File: src/rtl/diffusion_pkg.sv
// Shared types for the diffusion array control path.
// Lap FSM encoding, PE count and lap-index width.
package diffusion_pkg;

  localparam int NUM_PE = 8;
  localparam int LAP_W  = 32;

  typedef logic [LAP_W-1:0] lap_idx_t;

  typedef enum logic [2:0] {
    S_IDLE,
    S_LAUNCH,
    S_WAIT,
    S_ADVANCE,
    S_FINISH
  } lap_state_t;

endpackage

File: src/rtl/done_collector.sv
// Sticky per-PE lap-done flags and barrier detect.
// Flags a PE that reports twice within one lap.
module done_collector
  import diffusion_pkg::*;
(
  input  logic              clk,
  input  logic              rst,
  input  logic              clr,
  input  logic              en,
  input  logic [NUM_PE-1:0] done_i,
  input  logic [NUM_PE-1:0] mask,
  output logic              barrier_met,
  output logic              dup_err
);

  logic [NUM_PE-1:0] sticky;
  logic [NUM_PE-1:0] hit;

  assign hit         = done_i & mask;
  assign barrier_met = ((sticky | hit) == mask);
  assign dup_err     = en && |(hit & sticky);

  // Accumulate masked done pulses while collecting; clear per lap.
  always_ff @(posedge clk) begin
    if (!rst) begin
      sticky <= '0;
    end else if (clr) begin
      sticky <= '0;
    end else if (en) begin
      sticky <= sticky | hit;
    end
  end

endmodule

File: src/rtl/lap_barrier_octa.sv
// Lap sequencer and barrier for the 8-PE diffusion array.
// Launches laps, waits on all enabled PEs, steps l_step.
module lap_barrier_octa
  import diffusion_pkg::*;
#(
  parameter int              DATA_WIDTH = LAP_W,
  parameter longint unsigned MAX_STEPS  = 7
) (
  input  logic                  clk,
  input  logic                  rst,
  input  logic                  start,
  input  logic [NUM_PE-1:0]     pe_mask,
  input  logic [NUM_PE-1:0]     done_i,
  output logic                  lap_start,
  output logic [DATA_WIDTH-1:0] l_step,
  output logic                  busy,
  output logic                  all_done,
  output logic                  err
);

  localparam logic [DATA_WIDTH-1:0] LAST_IDX =
    DATA_WIDTH'(MAX_STEPS - 1);

  lap_state_t        state_q;
  lap_state_t        state_d;
  logic [NUM_PE-1:0] mask_q;
  logic              accept;
  logic              zero_start;
  logic              last;
  logic              barrier_met;
  logic              dup_err;
  logic              stray;

  assign last  = (l_step == LAST_IDX);
  assign stray = |(done_i & mask_q) && (state_q != S_WAIT);

  assign lap_start = (state_q == S_LAUNCH);
  assign all_done  = (state_q == S_FINISH);
  assign busy      = (state_q == S_LAUNCH)
                  || (state_q == S_WAIT)
                  || (state_q == S_ADVANCE);

  done_collector u_coll (
    .clk         (clk),
    .rst         (rst),
    .clr         (state_q == S_LAUNCH),
    .en          (state_q == S_WAIT),
    .done_i      (done_i),
    .mask        (mask_q),
    .barrier_met (barrier_met),
    .dup_err     (dup_err)
  );

  // Next-state decode and start acceptance.
  always_comb begin
    state_d    = state_q;
    accept     = 1'b0;
    zero_start = 1'b0;
    unique case (state_q)
      S_IDLE, S_FINISH: begin
        if (start) begin
          if (|pe_mask) begin
            accept  = 1'b1;
            state_d = S_LAUNCH;
          end else begin
            zero_start = 1'b1;
          end
        end
      end
      S_LAUNCH:  state_d = S_WAIT;
      S_WAIT:    if (barrier_met) state_d = S_ADVANCE;
      S_ADVANCE: state_d = last ? S_FINISH : S_LAUNCH;
      default:   state_d = S_IDLE;
    endcase
  end

  // State, mask capture, lap index and sticky error.
  always_ff @(posedge clk) begin
    if (!rst) begin
      state_q <= S_IDLE;
      mask_q  <= '0;
      l_step  <= '0;
      err     <= 1'b0;
    end else begin
      state_q <= state_d;
      if (accept) begin
        mask_q <= pe_mask;
        l_step <= '0;
        err    <= 1'b0;
      end else begin
        if (state_q == S_ADVANCE && !last)
          l_step <= l_step + DATA_WIDTH'(1);
        if (zero_start || dup_err || stray)
          err <= 1'b1;
      end
    end
  end

endmodule

File: config.mk
export PLATFORM = sky130hd
export DESIGN_NAME = lap_barrier_octa
export DESIGN_NICKNAME = d
export VERILOG_FILES = /design/src/rtl/diffusion_pkg.sv /design/src/rtl/done_collector.sv /design/src/rtl/lap_barrier_octa.sv
export SDC_FILE = /design/constraint.sdc
export NUM_CORES = 1
export LEC_CHECK = 0
export BUFFER_PORTS_ARGS = -buffer_cell sky130_fd_sc_hd__buf_2
export CAP_MARGIN = 20
export CORE_ASPECT_RATIO = 1.4
export CORE_MARGIN = 2
export CORE_UTILIZATION = 45
export CTS_CLUSTER_SIZE = 28
export DETAILED_ROUTE_END_ITERATION = 12
export GPL_ROUTABILITY_DRIVEN = 0
export HOLD_SLACK_MARGIN = 0.12
export PLACE_DENSITY = 0.68
export SLEW_MARGIN = 20
export SYNTH_ARGS = -nofsm -noshare
export SYNTH_HDL_FRONTEND = slang
export SYNTH_SLANG_ARGS = --single-unit
File: constraint.sdc
create_clock -name clk -period 5.2 [get_ports clk]
set_input_delay 0.78 -clock clk [delete_from_list [all_inputs] [get_ports clk]]
set_output_delay 0.78 -clock clk [all_outputs]
set_load 0.1 [all_outputs]
==> results.py <==
metrics = {
    "hold_path": {
        "hold_class": "flop to flop",
    },
    "clocking": {
        "cts_tree": "done",
        "max-clock-path-buffers": 2,
        "h-tree-depth": 2,
        "numCtsBuffers": 5,
        "cts_sinks": 52,
        "worstSkewPairLatency_ps": 300,
        "cts_setup_buffers": 0,
        "path_clk_slew_ps": 100,
        "hold_buffers": 0,
        "root_buffer": "clkbuf_8",
        "ctsResizeCount": 0,
    },
    "route": {
        "drt_iter0_markers": 116,
        "drc": 0,
        "drtAntennaViolNets": 0,
        "viasPerCell": 5.657,
        "post_drt_wl_per_cell_um": 14.54,
        "vias": 2427,
        "dr.pass1.iters": 4,
        "wirelength_um": 6238,
    },
    "floorplanning": {
        "rows": 32,
        "die_area_um2": 6434,
        "ios": 55,
        "die_y_um": 94.11,
        "start_util_pct": 46.90,
        "core_area_um2": 5565,
        "dieWidth_um": 68.37,
    },
    "flow_run": {
        "max_cap_viol_count": 0,
    },
    "timing": {
        "fin_tns_setup_ps": 0,
        "final.min_clock_period_ps": 2366,
        "clock_skew_ps": 6.714,
        "hold_viol": 0,
        "maxSlewViolCount": 0,
        "worstMarginPinSlew_ps": 810.5,
        "rsz0062_at_grt": "false",
        "setup_violations": 0,
        "timing.final.crit_share_pct": 45.50,
        "relSlewSlack_pct": 45.67,
        "fmax_mhz": 422.6,
    },
    "setup_path": {
        "crit_type": "flop to flop",
        "end_kind": "flop",
        "critPathLaunchType": "flop",
        "path_cells": "nand4_1, nor3_2, nand3_1, or3_1, a21oi_1",
        "path_max_fanout": 13,
        "cp.required_ps": 5440,
        "crit_slowest_cell": "nor3_2",
        "cpPeakStageDelay_ps": 750,
        "arrival_ps": 2610,
        "crit_buf_inv": 0,
        "crit_family": "simple AND/OR/NAND/NOR gates",
    },
    "global_routing": {
        "grt_pass1_wl_um": 10310,
        "grt_pass1_vias": 2245,
        "gr-total-overflow": 0,
        "grtUsageTotal_pct": 20.57,
        "grt_antenna_before_repair": 0,
        "grt_start_max_net_pins": 33,
    },
    "power_and_ir_drop": {
        "p_sw_uw": 277.8,
        "p_leak_nw": 1.205,
        "power_density_nw_per_um2": 281.2,
        "comb_power_share_pct": 20.3,
        "peakVddDrop_mv": 0.2334,
        "switching_share_pct": 32.75,
        "pwr-share-clk_pct": 28.2,
        "p_int_uw": 570.4,
        "seqPwrFrac_pct": 51.5,
    },
    "logic_synthesis": {
        "synth_seq_cells": 52,
        "synthesis.nets": 330,
        "syn_avg_cell_area_um2": 8.447,
        "ys_seq_area_share_pct": 39.88,
        "synth-edff-count": 0,
        "ys_warn_count": 0,
        "synth.top_cell.area_share_pct": 39.88,
        "synth_area_leaders": "dfxtp_1, xor2_1, nor2_1",
        "async_flop_share_pct": 0,
        "synth_top_area_cell": "dfxtp_1",
        "synth_cell_types": 45,
        "synth_top_flop_cell": "dfxtp_1",
        "syn_area_um2": 2610,
        "synth_cells": 309,
    },
    "placement": {
        "numPortBuffers": 54,
        "dpl.hpwl_um": 4470,
    },
    "layout": {
        "final_layout_size_suffix_gt1_share_pct": 19.67,
        "area_delta_synth_final_pct": 15.58,
        "layout.nets": 381,
        "final_util_pct": 54.20,
        "antenna_cells": 0,
    },
    "outcome": {
        "outcome": "finished, final reports clean",
    },
}
-- cell families (layout without fill, tap and decap cells) --
group	count (synthesis)	count (layout)	share of synthesized area, %
buffers and inverters	21	73	3.451
multiplexers	6	6	2.301
AND/OR/NAND/NOR	158	158	33.51
adder cells (fa/ha/maj)	2	2	0.9586
flip-flops	52	52	39.89
XOR/XNOR	25	25	8.389
AO/OA/AOI/OAI	45	45	11.51
-- registers in the layout, indices dropped and copies added, names as in the netlist --
register,count
l_step,32
mask_q,8
u_coll.sticky,8
state_q,3
err,1
-- metrics by stage --
| step | total power [mW] | hold WS (ps) | std cells | area (µm²) | setup WS, ps |
|---|---|---|---|---|---|
| 3_3_place_gp | 0.6175 | 480.7 | 421 | 2924 | 2663 |
| 5_1_grt | 0.8917 | 542.2 | 429 | 3017 | 2618 |
| 4_1_cts | 0.8589 | 499.7 | 429 | 3017 | 2811 |
| 6_report | 0.8482 | 508.2 | 429 | 3017 | 2834 |
| 2_1_floorplan | 0.5783 | 459.9 | 309 | 2610 | 1702 |
| 3_5_place_dp | 0.6177 | 483.3 | 421 | 2924 | 2650 |
-- metal layers --
layer,global-route usage (%),wire length (µm)
met2,33.50,3026
met5,0,0
met3,4.197,297
met1,26.07,2796
met4,7.833,117
-- power by group through the flow --
stage                     Clock [mW]  Combinational (mW)  Sequential [mW]
after floorplan                    0               0.129            0.449
after global placement             0               0.172            0.446
after detailed placement           0               0.172            0.445
after CTS                      0.250               0.173            0.436
after global routing           0.265               0.187            0.440
final                          0.239               0.172            0.437
-- cells in the final DEF (no fill, tap or decap), drive strengths merged, types with 2 or more instances in the layout --
cell type and count:
xnor2 5, o2111ai 2, nand4b 3, nand2 15, nor3b 4, clkinv 2
or4 4, ha 2, xor2 20, nor4 9, a2111oi 2, nand3 21
inv 9, nor2b 14, o211ai 3, nand4 17, a31oi 6, o21ai 8
a22oi 3, and2 3, and4 3, mux2i 6, nor3 7, clkbuf 6
nand2b 5, dfxtp 52, or3 3, a21oi 11, a221oi 2, buf 56
a22o 2, nor2 44, and3 4
-- worst min-delay path, cell delays in order (launching register included) --
cell	delay, ps
dfxtp_1	340
inv_1	70
a21oi_1	50
-- final timing paths --
check	startpoint	to	slack (ps)	cells past startpoint
setup / recovery	l_step[9]	l_step[31]	2830	5
hold / removal	u_coll.sticky[4]	u_coll.sticky[4]	510	2
setup reg to reg	l_step[9]	l_step[31]	2830	5
hold reg to reg	u_coll.sticky[4]	u_coll.sticky[4]	510	2
-- final cells by class --
cell class / count / area [µm²]
clock buffer: 6 / 82.58
clock inverter: 2 / 10.01
multi-input combinational: 236 / 1479
timing repair buffer: 56 / 285.3
inverter: 9 / 33.78
fill: 557 / 2549
sequential: 52 / 1041
tap: 68 / 85.08
-- Yosys cell counts, drive strengths merged (6+ instances only) --
cell,count
buf,9
nor3,7
nor2,44
inv,9
xor2,20
nor2b,14
dfxtp,52
nand3,21
mux2i,6
a21oi,11
o21ai,8
a31oi,6
nand4,17
nor4,9
nand2,15
Power figures use the tool's default switching activity.
